$ cat src/rtl/rv_fetch_pkg.sv
// Shared types and constants for the RV32 instruction-fetch front end.
package rv_fetch_pkg;

    typedef enum logic {
        RUN    = 1'b0,
        HALTED = 1'b1
    } fetch_state_t;

    localparam logic [31:0] INSN_NOP   = 32'h0000_0013;
    localparam int          WORD_BYTES = 4;

endpackage

$ cat src/rtl/fetch_fifo.sv
// Prefetch FIFO: power-of-2 depth, extra pointer MSB distinguishes full from empty,
// synchronous flush, head presented combinationally and zeroed while empty.
module fetch_fifo #(
    parameter int WIDTH = 64,
    parameter int DEPTH = 4,
    localparam int AW   = $clog2(DEPTH)
) (
    input  logic             clk,
    input  logic             rst,
    input  logic             flush,
    input  logic             push,
    input  logic [WIDTH-1:0] wdata,
    input  logic             pop,
    output logic [WIDTH-1:0] rdata,
    output logic             empty,
    output logic [AW:0]      count
);

    logic [WIDTH-1:0] mem [DEPTH];
    logic [AW:0]      wr_ptr_reg;
    logic [AW:0]      rd_ptr_reg;
    logic             full;
    logic             do_push;
    logic             do_pop;

    assign empty   = (wr_ptr_reg == rd_ptr_reg);
    assign full    = (wr_ptr_reg[AW] != rd_ptr_reg[AW]) &&
                     (wr_ptr_reg[AW-1:0] == rd_ptr_reg[AW-1:0]);
    assign count   = wr_ptr_reg - rd_ptr_reg;
    assign do_push = push && !full;
    assign do_pop  = pop && !empty;
    assign rdata   = empty ? '0 : mem[rd_ptr_reg[AW-1:0]];

    always_ff @(posedge clk) begin
        if (do_push && !flush) begin
            mem[wr_ptr_reg[AW-1:0]] <= wdata;
        end
    end

    always_ff @(posedge clk or negedge rst) begin
        if (!rst) begin
            wr_ptr_reg <= '0;
            rd_ptr_reg <= '0;
        end else if (flush) begin
            wr_ptr_reg <= '0;
            rd_ptr_reg <= '0;
        end else begin
            if (do_push) wr_ptr_reg <= wr_ptr_reg + 1'b1;
            if (do_pop)  rd_ptr_reg <= rd_ptr_reg + 1'b1;
        end
    end

    // The fetch credit scheme must make this impossible.
    assert property (@(posedge clk) disable iff (!rst) !(push && full));

endmodule

$ cat src/rtl/rv_fetch_unit.sv
// Instruction-fetch front end: PC, credit-limited pipelined imem requests, prefetch FIFO,
// redirect/trap flush and EBREAK halt. Define FETCH_MISALIGN_CHK_EN to trap misaligned redirects.
module rv_fetch_unit
    import rv_fetch_pkg::*;
#(
    parameter int              XLEN     = 32,
    parameter int              DEPTH    = 4,
    parameter logic [XLEN-1:0] RESET_PC = '0,
    parameter logic [XLEN-1:0] TRAP_VEC = '0
) (
    input  logic            clk,
    input  logic            rst,
    output logic            imem_req_valid,
    input  logic            imem_req_ready,
    output logic [XLEN-1:0] imem_req_addr,
    input  logic            imem_rsp_valid,
    input  logic [XLEN-1:0] imem_rsp_data,
    output logic            inst_valid,
    input  logic            inst_ready,
    output logic [XLEN-1:0] inst_data,
    output logic [XLEN-1:0] inst_pc,
    input  logic            redirect_valid,
    input  logic [XLEN-1:0] redirect_pc,
    input  logic            trap_valid,
    input  logic            halt_req,
    input  logic            resume,
    output logic            halted,
    output logic            fetch_fault
);

    localparam int CW = $clog2(DEPTH) + 1;

    fetch_state_t      state_reg;
    fetch_state_t      state_next;
    logic              started_reg;
    logic              run_en;
    logic [XLEN-1:0]   req_pc_reg;
    logic [XLEN-1:0]   rsp_pc_reg;
    logic [XLEN-1:0]   target;
    logic [CW-1:0]     outstanding_reg;
    logic [CW-1:0]     drop_cnt_reg;
    logic [CW-1:0]     fifo_count;
    logic              fifo_empty;
    logic [2*XLEN-1:0] fifo_rdata;
    logic              flush;
    logic              credit_ok;
    logic              fire;
    logic              push;
    logic              pop;

    always_ff @(posedge clk or negedge rst) begin
        if (!rst) state_reg <= RUN;
        else      state_reg <= state_next;
    end

    // halt_req has priority over resume; redirects never change the state.
    always_comb begin
        state_next = state_reg;
        if (halt_req)                          state_next = HALTED;
        else if (state_reg == HALTED && resume) state_next = RUN;
    end

    always_comb begin
        halted = (state_reg == HALTED);
        run_en = started_reg && (state_reg == RUN);
    end

`ifdef FETCH_MISALIGN_CHK_EN
    logic fault_next;
    logic fault_reg;

    always_comb begin
        fault_next = 1'b0;
        if (trap_valid) begin
            target = TRAP_VEC;
        end else if (redirect_pc[1:0] != 2'b00) begin
            target     = TRAP_VEC;
            fault_next = redirect_valid;
        end else begin
            target = redirect_pc;
        end
    end

    always_ff @(posedge clk or negedge rst) begin
        if (!rst) fault_reg <= 1'b0;
        else      fault_reg <= fault_next;
    end

    assign fetch_fault = fault_reg;
`else
    always_comb begin
        if (trap_valid) target = TRAP_VEC;
        else            target = redirect_pc & ~XLEN'(3);
    end

    assign fetch_fault = 1'b0;
`endif

    assign flush     = redirect_valid || trap_valid;
    // Buffered plus in-flight (including responses still to be dropped) never exceeds DEPTH.
    assign credit_ok = ({1'b0, fifo_count} + {1'b0, outstanding_reg}) < (CW+1)'(DEPTH);

    assign imem_req_valid = run_en && credit_ok && !flush;
    assign imem_req_addr  = req_pc_reg;
    assign fire           = imem_req_valid && imem_req_ready;
    assign push           = imem_rsp_valid && !flush && (drop_cnt_reg == '0);
    assign inst_valid     = !fifo_empty;
    assign pop            = inst_valid && inst_ready && !flush;
    assign inst_pc        = fifo_rdata[2*XLEN-1:XLEN];
    assign inst_data      = fifo_rdata[XLEN-1:0];

    always_ff @(posedge clk or negedge rst) begin
        if (!rst) begin
            started_reg     <= 1'b0;
            req_pc_reg      <= RESET_PC;
            rsp_pc_reg      <= RESET_PC;
            outstanding_reg <= '0;
            drop_cnt_reg    <= '0;
        end else begin
            started_reg     <= 1'b1;
            outstanding_reg <= outstanding_reg + CW'(fire) - CW'(imem_rsp_valid);
            if (flush) begin
                req_pc_reg   <= target;
                rsp_pc_reg   <= target;
                // Everything still in flight belongs to the abandoned path.
                drop_cnt_reg <= outstanding_reg - CW'(imem_rsp_valid);
            end else begin
                if (fire) req_pc_reg <= req_pc_reg + XLEN'(WORD_BYTES);
                if (push) rsp_pc_reg <= rsp_pc_reg + XLEN'(WORD_BYTES);
                if (imem_rsp_valid && drop_cnt_reg != '0) drop_cnt_reg <= drop_cnt_reg - 1'b1;
            end
        end
    end

    fetch_fifo #(
        .WIDTH(2*XLEN),
        .DEPTH(DEPTH)
    ) u_fifo (
        .clk   (clk),
        .rst   (rst),
        .flush (flush),
        .push  (push),
        .wdata ({rsp_pc_reg, imem_rsp_data}),
        .pop   (pop),
        .rdata (fifo_rdata),
        .empty (fifo_empty),
        .count (fifo_count)
    );

endmodule

$ cat config.mk
export PLATFORM = sky130hd
export DESIGN_NAME = rv_fetch_unit
export DESIGN_NICKNAME = d
export VERILOG_FILES = /design/src/rtl/rv_fetch_pkg.sv /design/src/rtl/fetch_fifo.sv /design/src/rtl/rv_fetch_unit.sv
export SDC_FILE = /design/constraint.sdc
export NUM_CORES = 1
export LEC_CHECK = 0
export ABC_AREA = 1
export BUFFER_PORTS_ARGS = -buffer_cell sky130_fd_sc_hd__clkbuf_2
export CORE_MARGIN = 5
export CORE_UTILIZATION = 47
export CTS_BUF_LIST = sky130_fd_sc_hd__clkbuf_2 sky130_fd_sc_hd__clkbuf_4 sky130_fd_sc_hd__clkbuf_8
export CTS_CLUSTER_SIZE = 25
export DETAILED_ROUTE_END_ITERATION = 10
export MAX_ROUTING_LAYER = met4
export PLACE_DENSITY = 0.68
export SLEW_MARGIN = 20
export SYNTH_ARGS = -nofsm -noshare
export SYNTH_HDL_FRONTEND = slang
export SYNTH_SLANG_ARGS = --single-unit
export TNS_END_PERCENT = 1
$ cat constraint.sdc
create_clock -name clk -period 6.4 [get_ports clk]
set_clock_uncertainty 0.15 [all_clocks]
set_input_delay 0.32 -clock clk [delete_from_list [all_inputs] [get_ports clk]]
set_output_delay 0.32 -clock clk [all_outputs]
set_load 0.03 [all_outputs]
### Word level (Yosys, flattened, before mapping)

Memory sizes are Yosys's and may differ from the RTL's.
Cells that the tools add are included.

| word-level totals | value |
|---|---|
| bits in registers | 78 |
| bits in writable memories | 256 |
| output and inout port bits | 100 |
| word-level logic and storage cells | 66 |
| memories kept | 1 |

| operators by class | value |
|---|---|
| add/sub/neg operators | 10 |
| magnitude comparators | 1 |
| equal/unequal tests | 3 |
| mux-type cells | 16 |
| bitwise gates (word level) | 1 |
| reduce and logical (&&, ||, !) cells | 26 |

Memories:

| memory | words | width | read ports | clocked after memory_dff | write ports | line | source |
|---|---|---|---|---|---|---|---|
| u_fifo.mem | 4 | 64 | 1 | 0 | 1 | fetch_fifo.sv:19 | `logic [WIDTH-1:0] mem [DEPTH];` |

Operators with widths:

| operator | count |
|---|---|
| 32-bit two-way mux | 5 |
| 32-bit by 3-bit adder with 32-bit output (second input constant) | 2 |
| 64-bit two-way mux | 1 |
| 3-bit two-way mux | 6 |
| 1-bit logical AND | 14 |
| 2-bit nonzero test | 6 |
| 3-bit by 1-bit adder with 3-bit output (second input constant) | 2 |
| 3-bit by 1-bit subtractor with 3-bit output | 2 |
| 3-bit by 3-bit adder with 4-bit output | 1 |
| 4-bit by 3-bit less-than comparator with 1-bit output (second input constant) | 1 |
| 1-bit two-way mux | 4 |
| 3-bit by 1-bit adder with 3-bit output | 1 |
| 3-bit equality test | 1 |
| 1-bit zero test | 3 |
| 3-bit zero test | 1 |
| 3-bit nonzero test | 1 |
| 3-bit by 1-bit subtractor with 3-bit output (second input constant) | 1 |
| 3-bit subtractor | 1 |
| 2-bit equality test | 1 |
| 1-bit logical OR | 1 |
| 1-bit inequality test | 1 |
| 1-bit inverter | 1 |

### Logic depth before layout (Yosys ltp)

Gate-level depths: netlist of the first run.

| depth | value |
|---|---|
| word-level depth | 8 |
| depth in mapped cells | 19 |
| depth with buffers taken out | 18 |

### Modules after synthesis

From an unflattened synthesis of the first run, not the netlist that was laid out.

| unflattened totals | value |
|---|---|
| cells, all modules | 1593 |
| area total of the unflattened synthesis | 15247.1 um2 |

By module, submodules not included:

| module | times used | cells an instance | area each (um2) |
|---|---|---|---|
| fetch_fifo | 1 | 824 | 10383.7 |
| rv_fetch_unit | 1 | 769 | 4863.4 |

### Worst setup path before layout of the first run

Ideal clock, no wire load.

| timing path | value |
|---|---|
| kind | reg2reg |
| start | reg u_fifo.rd_ptr_reg[1] |
| end | reg u_fifo.wr_ptr_reg[2] |
| setup time | 96 ps |
| arrival time | 4668 ps |
| data required time | 6154 ps |
| path slack | 1486 ps |
| cell stages (with the launch flop) | 10 |
| path buffers | 2 |
| clock period less this slack | 4914 ps |
| cell sequence | dfrtp_1 -> clkbuf_1 -> inv_2 -> buf_1 -> ha_1 -> nand3_1 -> nand3_1 -> nor2_1 -> o21ai_0 -> a21oi_1 |

| between the ends | value |
|---|---|
| cells in the longest elaborated chain, start to end | 5 |

Ends and longest elaborated chain:

| what | line | source |
|---|---|---|
| start, declared | fetch_fifo.sv:21 | `logic [AW:0] rd_ptr_reg;` |
| start signal, assigned | fetch_fifo.sv:49 | `if (do_pop) rd_ptr_reg <= rd_ptr_reg + 1'b1;` |
| 2-bit equality test | fetch_fifo.sv:28 | `(wr_ptr_reg[AW-1:0] == rd_ptr_reg[AW-1:0]);` |
| 1-bit logical AND | fetch_fifo.sv:27 | `assign full = (wr_ptr_reg[AW] != rd_ptr_reg[AW]) &&` |
| 1-bit zero test | fetch_fifo.sv:30 | `assign do_push = push && !full;` |
| 1-bit logical AND | fetch_fifo.sv:30 |  |
| 2-bit nonzero test (no line) | - |  |
| end signal, assigned | fetch_fifo.sv:48 | `if (do_push) wr_ptr_reg <= wr_ptr_reg + 1'b1;` |
| end, declared | fetch_fifo.sv:20 | `logic [AW:0] wr_ptr_reg;` |

No other way between the ends.
A chain may end at the register's enable or synchronous reset.

### Worst setup path in the final report of the first run

| timing path | value |
|---|---|
| start | reg u_fifo.rd_ptr_reg[0] |
| end | reg outstanding_reg[2] |

| between the ends | value |
|---|---|
| cells in the longest elaborated chain, start to end | 8 |

Ends and longest elaborated chain:

| what | line | source |
|---|---|---|
| 3-bit subtractor | fetch_fifo.sv:29 | `assign count = wr_ptr_reg - rd_ptr_reg;` |
| 3-bit by 3-bit adder with 4-bit output | rv_fetch_unit.sv:101 | `assign credit_ok = ({1'b0, fifo_count} + {1'b0, outstanding_reg}) < (CW+1)'(DEPTH);` |
| 4-bit by 3-bit less-than comparator with 1-bit output | rv_fetch_unit.sv:101 |  |
| 1-bit logical AND (2 in a row) | rv_fetch_unit.sv:103 | `assign imem_req_valid = run_en && credit_ok && !flush;` |
| 1-bit logical AND | rv_fetch_unit.sv:105 | `assign fire = imem_req_valid && imem_req_ready;` |
| 3-bit by 1-bit adder with 3-bit output | rv_fetch_unit.sv:121 | `outstanding_reg <= outstanding_reg + CW'(fire) - CW'(imem_rsp_valid);` |
| 3-bit by 1-bit subtractor with 3-bit output | rv_fetch_unit.sv:121 |  |
| end signal, assigned | rv_fetch_unit.sv:121 |  |
| end, declared | rv_fetch_unit.sv:40 | `logic [CW-1:0] outstanding_reg;` |

No other way between the ends.

==> results.txt, run 1 <==
status: complete, no violations
post-synth top area cell: edfxtp_1
Synth async-reset ratio: 23.0%
synthesized area per cell: 9.43 um2
Power Density: 262 mW/mm2
ys flop type: edfxtp_1
post-cts sizing count: 0
clk_lat worst skew: 0.57 ns
Post-synth EDFFs: 248
Routed WL per cell: 16.3 um
post-route setup TNS: 0 ns
top post-synthesis cells by area: edfxtp_1 (50%), dfrtp_1 (12%), nor2_1 (9.7%)
area grow syn2layout: 18.6%
setup violators final: 0
fin crit period: 4.23 ns
clk slew on worst S/H paths: 0.07 ns
RePlAce Congestion: 0.950
Yosys reg bits: 322
row count: 65
drt drc: 0
Crit Path Category: reg2reg
IO Pins: 173
Seq/Total Area, Yosys: 62.4%
Worst Path Max Fanout: 56
warnings from Yosys: 0
DR iter-0 viols: 816
final std cells w/o fill: 2245
Hold Vio Cnt, Final: 0
Worst-Margin Slew: 0.989 ns
Longest Clk Path Bufs: 3
crit path DAT: 4.57 ns
min-delay worst type: in2async
Slew Limit Fails: 0
Overall Global Routing Usage: 21.0%
core area: 0.0315 mm2
antenna cells: 0
layout cell share with drive strength beyond 1: 15.2%
first-pass GRT wire length: 58900 um
Clock Root Buffer: clkbuf_8
die height: 188 um
VDD IR-drop max: 0.175 mV
final antenna-violating net count: 0
share of the synthesized area in the top cell type: 50.0%
max reg flops: 248
Post-synth top cells: nor2_1 (384), nand2_1 (319), edfxtp_1 (248)
CTS sink count: 322
Die X-Extent: 188 um
drt first pass iters: 5
Setup WS pre-CTS: 2.12 ns
FMAX: 236 MHz
leakage: 0.00711 uW
number of global-route vias before repair: 11400
WL final: 36500 um
initial antenna violation count: 0
relative slew slack: 33.9%
cts bufs inserted: 52
Synth cell types: 35
Vias: 11600
count leader, synth: nor2_1
period utilization: 66.1%
die area: 0.0354 mm2
hpwl dp: 22400 um
Syn Std Cell Area: 0.0149 mm2
IO Port Bufs: 165
final worst setup slack: 2.17 ns
CTS Hold Bufs: 60
largest net degree at the start of global routing: 79
grt total ovfl: 0
post-CTS setup buffers: 0
Worst Setup End Kind: register
Max-Cap Viols: 0
RSZ-0062 raised after global routing: false
final net count: 1896
DR vias/cell: 5.19
Initial Util: 47.4%
H-tree level count: 2
WP data required: 6.74 ns
Critical Path Source Type: register
Cells after DPL: 2092
final core utilization: 56.2%
CTS tree: built
Synth Instances: 1580
==> cells in the final DEF, fill, tap and decap left out, drive strengths merged <==
master / synthesis / routed
dlygate4sd3: 0 / 60
bufinv: 0 / 1
nor2: 391 / 391
nand2: 323 / 323
o22ai: 3 / 3
clkbuf: 43 / 230
inv: 83 / 84
o211ai: 8 / 8
ha: 17 / 17
clkinvlp: 0 / 4
edfxtp: 248 / 248
dfrtp: 74 / 74
o21bai: 3 / 3
conb: 2 / 6
a21o: 1 / 1
nand3b: 15 / 15
a21boi: 8 / 8
o21a: 1 / 1
buf: 30 / 15
nor3: 3 / 3
xnor2: 2 / 2
o31ai: 1 / 1
o21ai: 171 / 171
xor2: 11 / 11
a21oi: 92 / 92
nand3: 36 / 36
nand4: 4 / 4
a31oi: 7 / 7
or2: 1 / 1
clkinv: 0 / 21
fa: 2 / 2
==> per-stage QoR <==
step	hold slack (ns)	cell area, um2	total power, uW
3_5_place_dp	0.0986	16100	2940
6_report	0.0313	17700	4640
3_3_place_gp	0.0999	16100	2930
5_1_grt	0.0348	17700	4860
2_1_floorplan	-0.126	14900	2770
4_1_cts	0.00132	17700	4680
==> cells by family after synthesis <==
logic type	after synthesis	synth area share, %
xor+xnor	13	0.764
flops	322	62.4
buf+inv	156	4.24
simple gates	773	20.5
other cells	2	0.0504
compound gates	295	10.4
fa+ha+maj	19	1.70
==> cell type report <==
cell class	count	area, um2
multi-input combinational	1106	5030
inverter	83	312
sequential	322	9300
timing repair buffer	239	1530
clock buffer	66	833
fill	2743	13800
clock inverter	27	170
tap	402	503
==> path summary, 6_finish.rpt <==
check / startpoint / endpoint / slack [ns] / cells past startpoint
worst min-delay path: rst / imem_req_addr[31]$_DFFE_PN0P_ / 0.03 / 2
worst max-delay path: u_fifo.rd_ptr_reg[0]$_DFFE_PN0P_ / outstanding_reg[2]$_DFF_PN0_ / 2.17 / 17
max in group asynchronous: rst / u_fifo.rd_ptr_reg[0]$_DFFE_PN0P_ / 4.98 / 3
min in group clk: redirect_valid / u_fifo.rd_ptr_reg[2]$_DFFE_PN0P_ / 0.03 / 4
worst min register to register: u_fifo.wr_ptr_reg[2]$_DFFE_PN0P_ / u_fifo.wr_ptr_reg[2]$_DFFE_PN0P_ / 0.35 / 1
worst max register to register: u_fifo.rd_ptr_reg[0]$_DFFE_PN0P_ / outstanding_reg[2]$_DFF_PN0_ / 2.17 / 17
==> critical path: stages, from the launching register on <==
cell	delay [ns]
dfrtp_4	0.85
ha_1	0.26
inv_1	0.05
fa_1	0.37
xor2_1	0.17
inv_1	0.06
ha_1	0.26
nor2_1	0.08
nand2_1	0.07
nor3_2	0.25
nand2_2	0.27
ha_1	0.36
inv_1	0.06
ha_1	0.13
inv_1	0.04
fa_1	0.37
xnor2_1	0.19
xor2_1	0.16
==> routing by layer <==
layer | track usage, % | vias to the layer above | wire length [um]
met5 | - | - | 0
met4 | 5.42 | 0 | 754
met3 | 3.26 | 62 | 2500
met2 | 33.1 | 429 | 16900
met1 | 28.7 | 5416 | 16400
li1 | - | 5735 | -
==> power breakdown <==
group	internal, uW	switching, uW
registers	2350	105
clock network	899	808
logic	169	309
Power figures use the tool's default switching activity.
==> run 2, diff against run 1 <==
Clock period 6.4 ns to 3.91 ns, I/O delays scaled along.
==> run 2 against run 1 <==
Power grew 64%. Critical path type is now reg2out. Routed wire length grew 2.3%. Die area is the same. Sequential share of layout area shrank 0.81 points. Largest cell class unchanged. Critical endpoint is now inst_data[16]. Critical path depth shrank 10. Worst hold slack lost 0.0056 ns.
==> results.txt, run 2 (synthesis gave the netlist of run 1 again) <==
WP data required: 3.56 ns
Die X-Extent: 188 um
switch share: 25.4%
VDD IR-drop max: 0.213 mV
Vias: 11900
relative slew slack: 33.7%
Crit Path Category: reg2out
Comb pwr share: 10.5%
area grow syn2layout: 20.5%
Filler cells: 2751
RSZ-0062 raised after global routing: false
CTS sink count: 322
Routed WL per cell: 16.5 um
antenna cells: 0
Hold Vio Cnt, Final: 0
post-cts sizing count: 0
leakage: 0.00726 uW
Clock Root Buffer: clkbuf_8
CP delay by family, top: buffers and inverters
row count: 65
final antenna-violating net count: 0
Initial Util: 47.4%
CTS tree: built
cts bufs inserted: 52
WL final: 37300 um
die area: 0.0354 mm2
status: complete, no violations
post-route setup TNS: 0 ns
RePlAce Congestion: 0.965
layout cell share with drive strength beyond 1: 16.1%
Overall Global Routing Usage: 21.2%
most frequent cells in the layout: nor2_1 (379), nand2_1 (319), edfxtp_1 (248)
Worst Setup End Kind: output pin
placed cell area: 0.0163 mm2
grt total ovfl: 0
CP dominant cell by count: buf_4
max reg flops: 248
Finished Cell Area: 0.0180 mm2
Flop pwr share: 52.6%
clk_lat worst skew: 0.56 ns
Slew Limit Fails: 0
IO Pins: 173
Power Density: 425 mW/mm2
Max-Cap Viols: 0
FMAX: 288 MHz
drt drc: 0
crit path DAT: 3.13 ns
P_int: 5690 uW
first-pass GRT wire length: 59300 um
Cell Chain, Critical Path: buf_4 > inv_2 > buf_12 > buf_4 > o21ai_0 > a21oi_1 > clkbuf_2
final worst setup slack: 0.439 ns
min-delay worst type: in2reg
IO Port Bufs: 165
Critical Path Source Type: register
fin crit period: 3.47 ns
largest net degree at the start of global routing: 75
drt first pass iters: 5
Worst Path Max Fanout: 74
initial antenna violation count: 0
Slowest Stage Delay on Critical Path: 0.53 ns
setup violators final: 0
number of global-route vias before repair: 11600
DR iter-0 viols: 855
H-tree level count: 2
post-CTS setup buffers: 0
footprint of the multi-input gates: 0.00503 mm2
die height: 188 um
Longest Clk Path Bufs: 3
DR vias/cell: 5.24
final net count: 1914
Psw: 1940 uW
clk slew on worst S/H paths: 0.06 ns
hpwl dp: 23400 um
Buf/Inv on CP: 5
period utilization: 88.8%
clock network fraction of total power: 36.8%
Register Area: 0.00930 mm2
core area: 0.0315 mm2
Setup WS pre-CTS: 0.445 ns
commonest non-fill, non-tap cell in the layout: nor2_1
Slowest-stage cell, CP: inv_2
Worst-Margin Slew: 0.994 ns
-- run 2: worst register-to-register path, cell delays in order (launching register included) --
cell and delay (ns):
dfrtp_1 0.43, inv_1 0.12, ha_1 0.15, inv_1 0.04, fa_1 0.37, xor2_1 0.16
inv_1 0.06, ha_1 0.26, nor2_1 0.08, nand2_1 0.07, nor3_2 0.21, nand2_2 0.08
ha_1 0.27, inv_1 0.05, ha_1 0.14, inv_1 0.05, fa_1 0.38, xnor2_1 0.14
xor2_1 0.14
-- run 2: path summary, 6_finish.rpt --
path                                                  start                                to  slack [ns]  depth (start not counted)
setup / recovery           u_fifo.rd_ptr_reg[0]$_DFFE_PN0P_                     inst_data[16]        0.44                          7
hold / removal                                   trap_valid         rsp_pc_reg[9]$_DFFE_PN0P_        0.03                          4
setup reg to reg           u_fifo.wr_ptr_reg[0]$_DFFE_PN0P_      outstanding_reg[2]$_DFF_PN0_        0.44                         18
hold reg to reg            u_fifo.wr_ptr_reg[2]$_DFFE_PN0P_  u_fifo.wr_ptr_reg[2]$_DFFE_PN0P_        0.35                          1
max in group asynchronous                               rst     imem_req_addr[25]$_DFFE_PN0P_        2.74                          3
min in group asynchronous                               rst     imem_req_addr[30]$_DFFE_PN0P_        0.07                          2
-- run 2: repair_timing --
item,in CTS,in global routing
setup endpoints to repair,0,0
hold buffers,67,0
endpoints found under the hold margin,246,0
-- run 2: through the flow --
stage / instances / hold WS (ns) / power (uW) / util [%]
CTS: 2263 / 0.0242 / 7710 / 57.0
detailed placement: 2103 / 0.149 / 4830 / 51.7
global route: 2263 / 0.0486 / 7990 / 57.1
global placement: 2103 / 0.149 / 4800 / 51.7
floorplan: 1584 / -0.250 / 4540 / -
finish: 2263 / 0.0257 / 7630 / 57.1
-- run 2: cell type report --
class	count	area share [%]
Clock inverter	14	0.397
Inverter	83	1.73
Clock buffer	79	5.32
Multi-Input combinational cell	1106	28.0
Timing Repair Buffer	257	9.95
Sequential cell	322	51.8
Tap cell	402	2.80
-- run 2: power by group through the flow --
stage | Combinational (uW) | Sequential, uW | Clock, uW
3_3_place_gp | 729 | 4070 | 0
3_5_place_dp | 750 | 4080 | 0
2_1_floorplan | 463 | 4080 | 0
6_report | 803 | 4010 | 2810
4_1_cts | 806 | 4010 | 2890
5_1_grt | 896 | 4030 | 3060
-- run 2: layer usage --
metal	vias up	GRT usage (%)	wire length (um)
li1	5776	-	-
met1	5606	28.5	16400
met2	419	34.3	17700
met3	50	3.26	2600
met4	0	5.08	605
met5	-	-	0
==> run 3, diff against run 2 <==
Settings changed: CORE_UTILIZATION 47 to 35, PLACE_DENSITY 0.68 to 0.54.
Clock period 3.91 ns to 3.95 ns, I/O delays scaled along.
==> run 3 against run 2 <==
Sequential share of layout area is 1.3 points lower. Design area up 2.6%. Power rose by 5.3%. Utilization is 13 points lower. Global-route usage shrank 3.6 points. Via count fell by 1.3%. Setup slack got worse by 0.11 ns. Register-to-register slack worse by 0.06 ns. Non-clock buffer count increased by 7. Sequential power about the same. Highest routed layer unchanged.
==> results.txt, run 3 (synthesis gave the netlist of run 1 again) <==
core area: 0.0420 mm2
CTS tree: built
DR iter-0 viols: 818
die area: 0.0468 mm2
crit path DAT: 3.27 ns
Power Density: 436 mW/mm2
Cell Chain, Critical Path: buf_4 > buf_4 > nor2_1 > nor2_1 > o21ai_0 > a21oi_1 > clkbuf_2
die height: 216 um
top layer reached by signal wires: met4
RePlAce Congestion: 0.887
FMAX: 276 MHz
Initial Util: 35.5%
cts bufs inserted: 58
Hold Vio Cnt, Final: 0
Filler cells: 4115
Max-Cap Viols: 0
commonest non-fill, non-tap cell in the layout: nor2_1
first-pass GRT wire length: 63800 um
number of global-route vias before repair: 11600
Worst Path Max Fanout: 84
IO Pins: 173
H-tree level count: 2
Slew Limit Fails: 0
area grow syn2layout: 23.6%
drt first pass iters: 5
drt drc: 0
Vias: 11700
status: complete, no violations
WP data required: 3.60 ns
Die X-Extent: 216 um
grt total ovfl: 0
IO Port Bufs: 165
Worst Setup End Kind: output pin
Clock Root Buffer: clkbuf_8
max reg flops: 248
relative slew slack: 35.7%
WL met2: 18700 um
Slowest Stage Delay on Critical Path: 0.84 ns
clk slew on worst S/H paths: 0.06 ns
hpwl dp: 25200 um
Longest Clk Path Bufs: 3
Routed WL per cell: 16.7 um
initial antenna violation count: 0
CTS sink count: 322
fin crit period: 3.62 ns
final net count: 1927
VDD IR-drop max: 0.272 mV
post-CTS setup buffers: 0
placed cell area: 0.0164 mm2
leakage: 0.00739 uW
Slowest-stage cell, CP: buf_4
wire length on met3: 2140 um
CTS Hold Bufs: 75
DR vias/cell: 4.83
post-route setup TNS: 0 ns
most frequent cells in the layout: nor2_1 (379), nand2_1 (319), edfxtp_1 (248)
WL final: 40400 um
final std cells w/o fill: 2421
Crit Path Category: reg2out
Critical Path Source Type: register
row count: 75
Finished Cell Area: 0.0184 mm2
layout cell share with drive strength beyond 1: 16.5%
largest net degree at the start of global routing: 85
total power: 8030 uW
Min-Delay Path Depth: 3
post-cts sizing count: 0
R2R cell count: 17
Cells after DPL: 2239
Worst-Margin Slew: 0.965 ns
M1 WL: 18700 um
Overall Global Routing Usage: 17.6%
setup violators final: 0
WHS: 0.152 ns
clk_lat worst skew: 0.62 ns
RSZ-0062 raised after global routing: false
final antenna-violating net count: 0
period utilization: 91.7%
min-delay worst type: in2reg
[run 3: cell types whose count changed in the layout (fill, tap and decap cells not counted)]
| cell | previous run | this run |
|---|---|---|
| buf_12 | 8 | 9 |
| buf_16 | 0 | 1 |
| buf_4 | 18 | 16 |
| bufinv_16 | 0 | 3 |
| clkbuf_8 | 58 | 64 |
| clkinv_1 | 9 | 11 |
| clkinv_2 | 3 | 5 |
| clkinvlp_4 | 0 | 1 |
| diode_2 | 0 | 1 |
| dlygate4sd3_1 | 67 | 74 |
| inv_8 | 2 | 1 |
| nor2_2 | 6 | 7 |
| nor2_4 | 6 | 5 |
[run 3: cell type report]
cell class | instances | area [um2] | area share [%]
sequential | 322 | 9300 | 50.5
multi-input combinational | 1106 | 5020 | 27.3
timing repair buffer | 264 | 1890 | 10.3
clock buffer | 85 | 1040 | 5.64
tap | 539 | 674 | 3.66
inverter | 83 | 312 | 1.69
clock inverter | 21 | 175 | 0.951
antenna | 1 | 2.50 | 0.0136
[run 3: worst max-delay path: cells and delay by family, from the launching register on]
kind	cells	cell delay (ns)
DFF	1	0.40
AOI/OAI and AO/OA	2	0.42
and+or+nand+nor	2	0.22
buffers and inverters	3	1.54
[run 3: path summary, 6_finish.rpt]
path / startpoint / end / slack [ns]
min: halt_req / halted$_DFFE_PN0P_ / 0.15
max in group asynchronous: rst / rsp_pc_reg[18]$_DFFE_PN0P_ / 2.64
min in group asynchronous: rst / imem_req_addr[15]$_DFFE_PN0P_ / 0.54
min reg2reg: u_fifo.wr_ptr_reg[2]$_DFFE_PN0P_ / u_fifo.wr_ptr_reg[2]$_DFFE_PN0P_ / 0.33
max: u_fifo.rd_ptr_reg[0]$_DFFE_PN0P_ / inst_pc[20] / 0.33
max reg2reg: u_fifo.wr_ptr_reg[0]$_DFFE_PN0P_ / imem_req_addr[17]$_DFFE_PN0P_ / 0.38
[run 3: power breakdown]
part           switching, uW  leakage, uW  internal, uW  total (uW)
Clock                   1360     0.000642          1870        3240
Combinational            517      0.00355           290         807
Sequential               175      0.00320          3800        3980
Total                   2060      0.00739          5970        8030
[run 3: stage by stage]
step	setup slack, ns	util [%]
6_report	0.330	43.8
4_1_cts	0.207	43.8
3_3_place_gp	0.457	39.1
2_1_floorplan	-0.901	-
5_1_grt	0.0233	43.8
3_5_place_dp	0.433	39.1
[run 3: layer usage]
layer / vias to the layer above / track usage, %
met5: - / -
met4: 0 / 5.60
met3: 61 / 2.85
met2: 333 / 27.6
met1: 5489 / 23.7
li1: 5811 / -
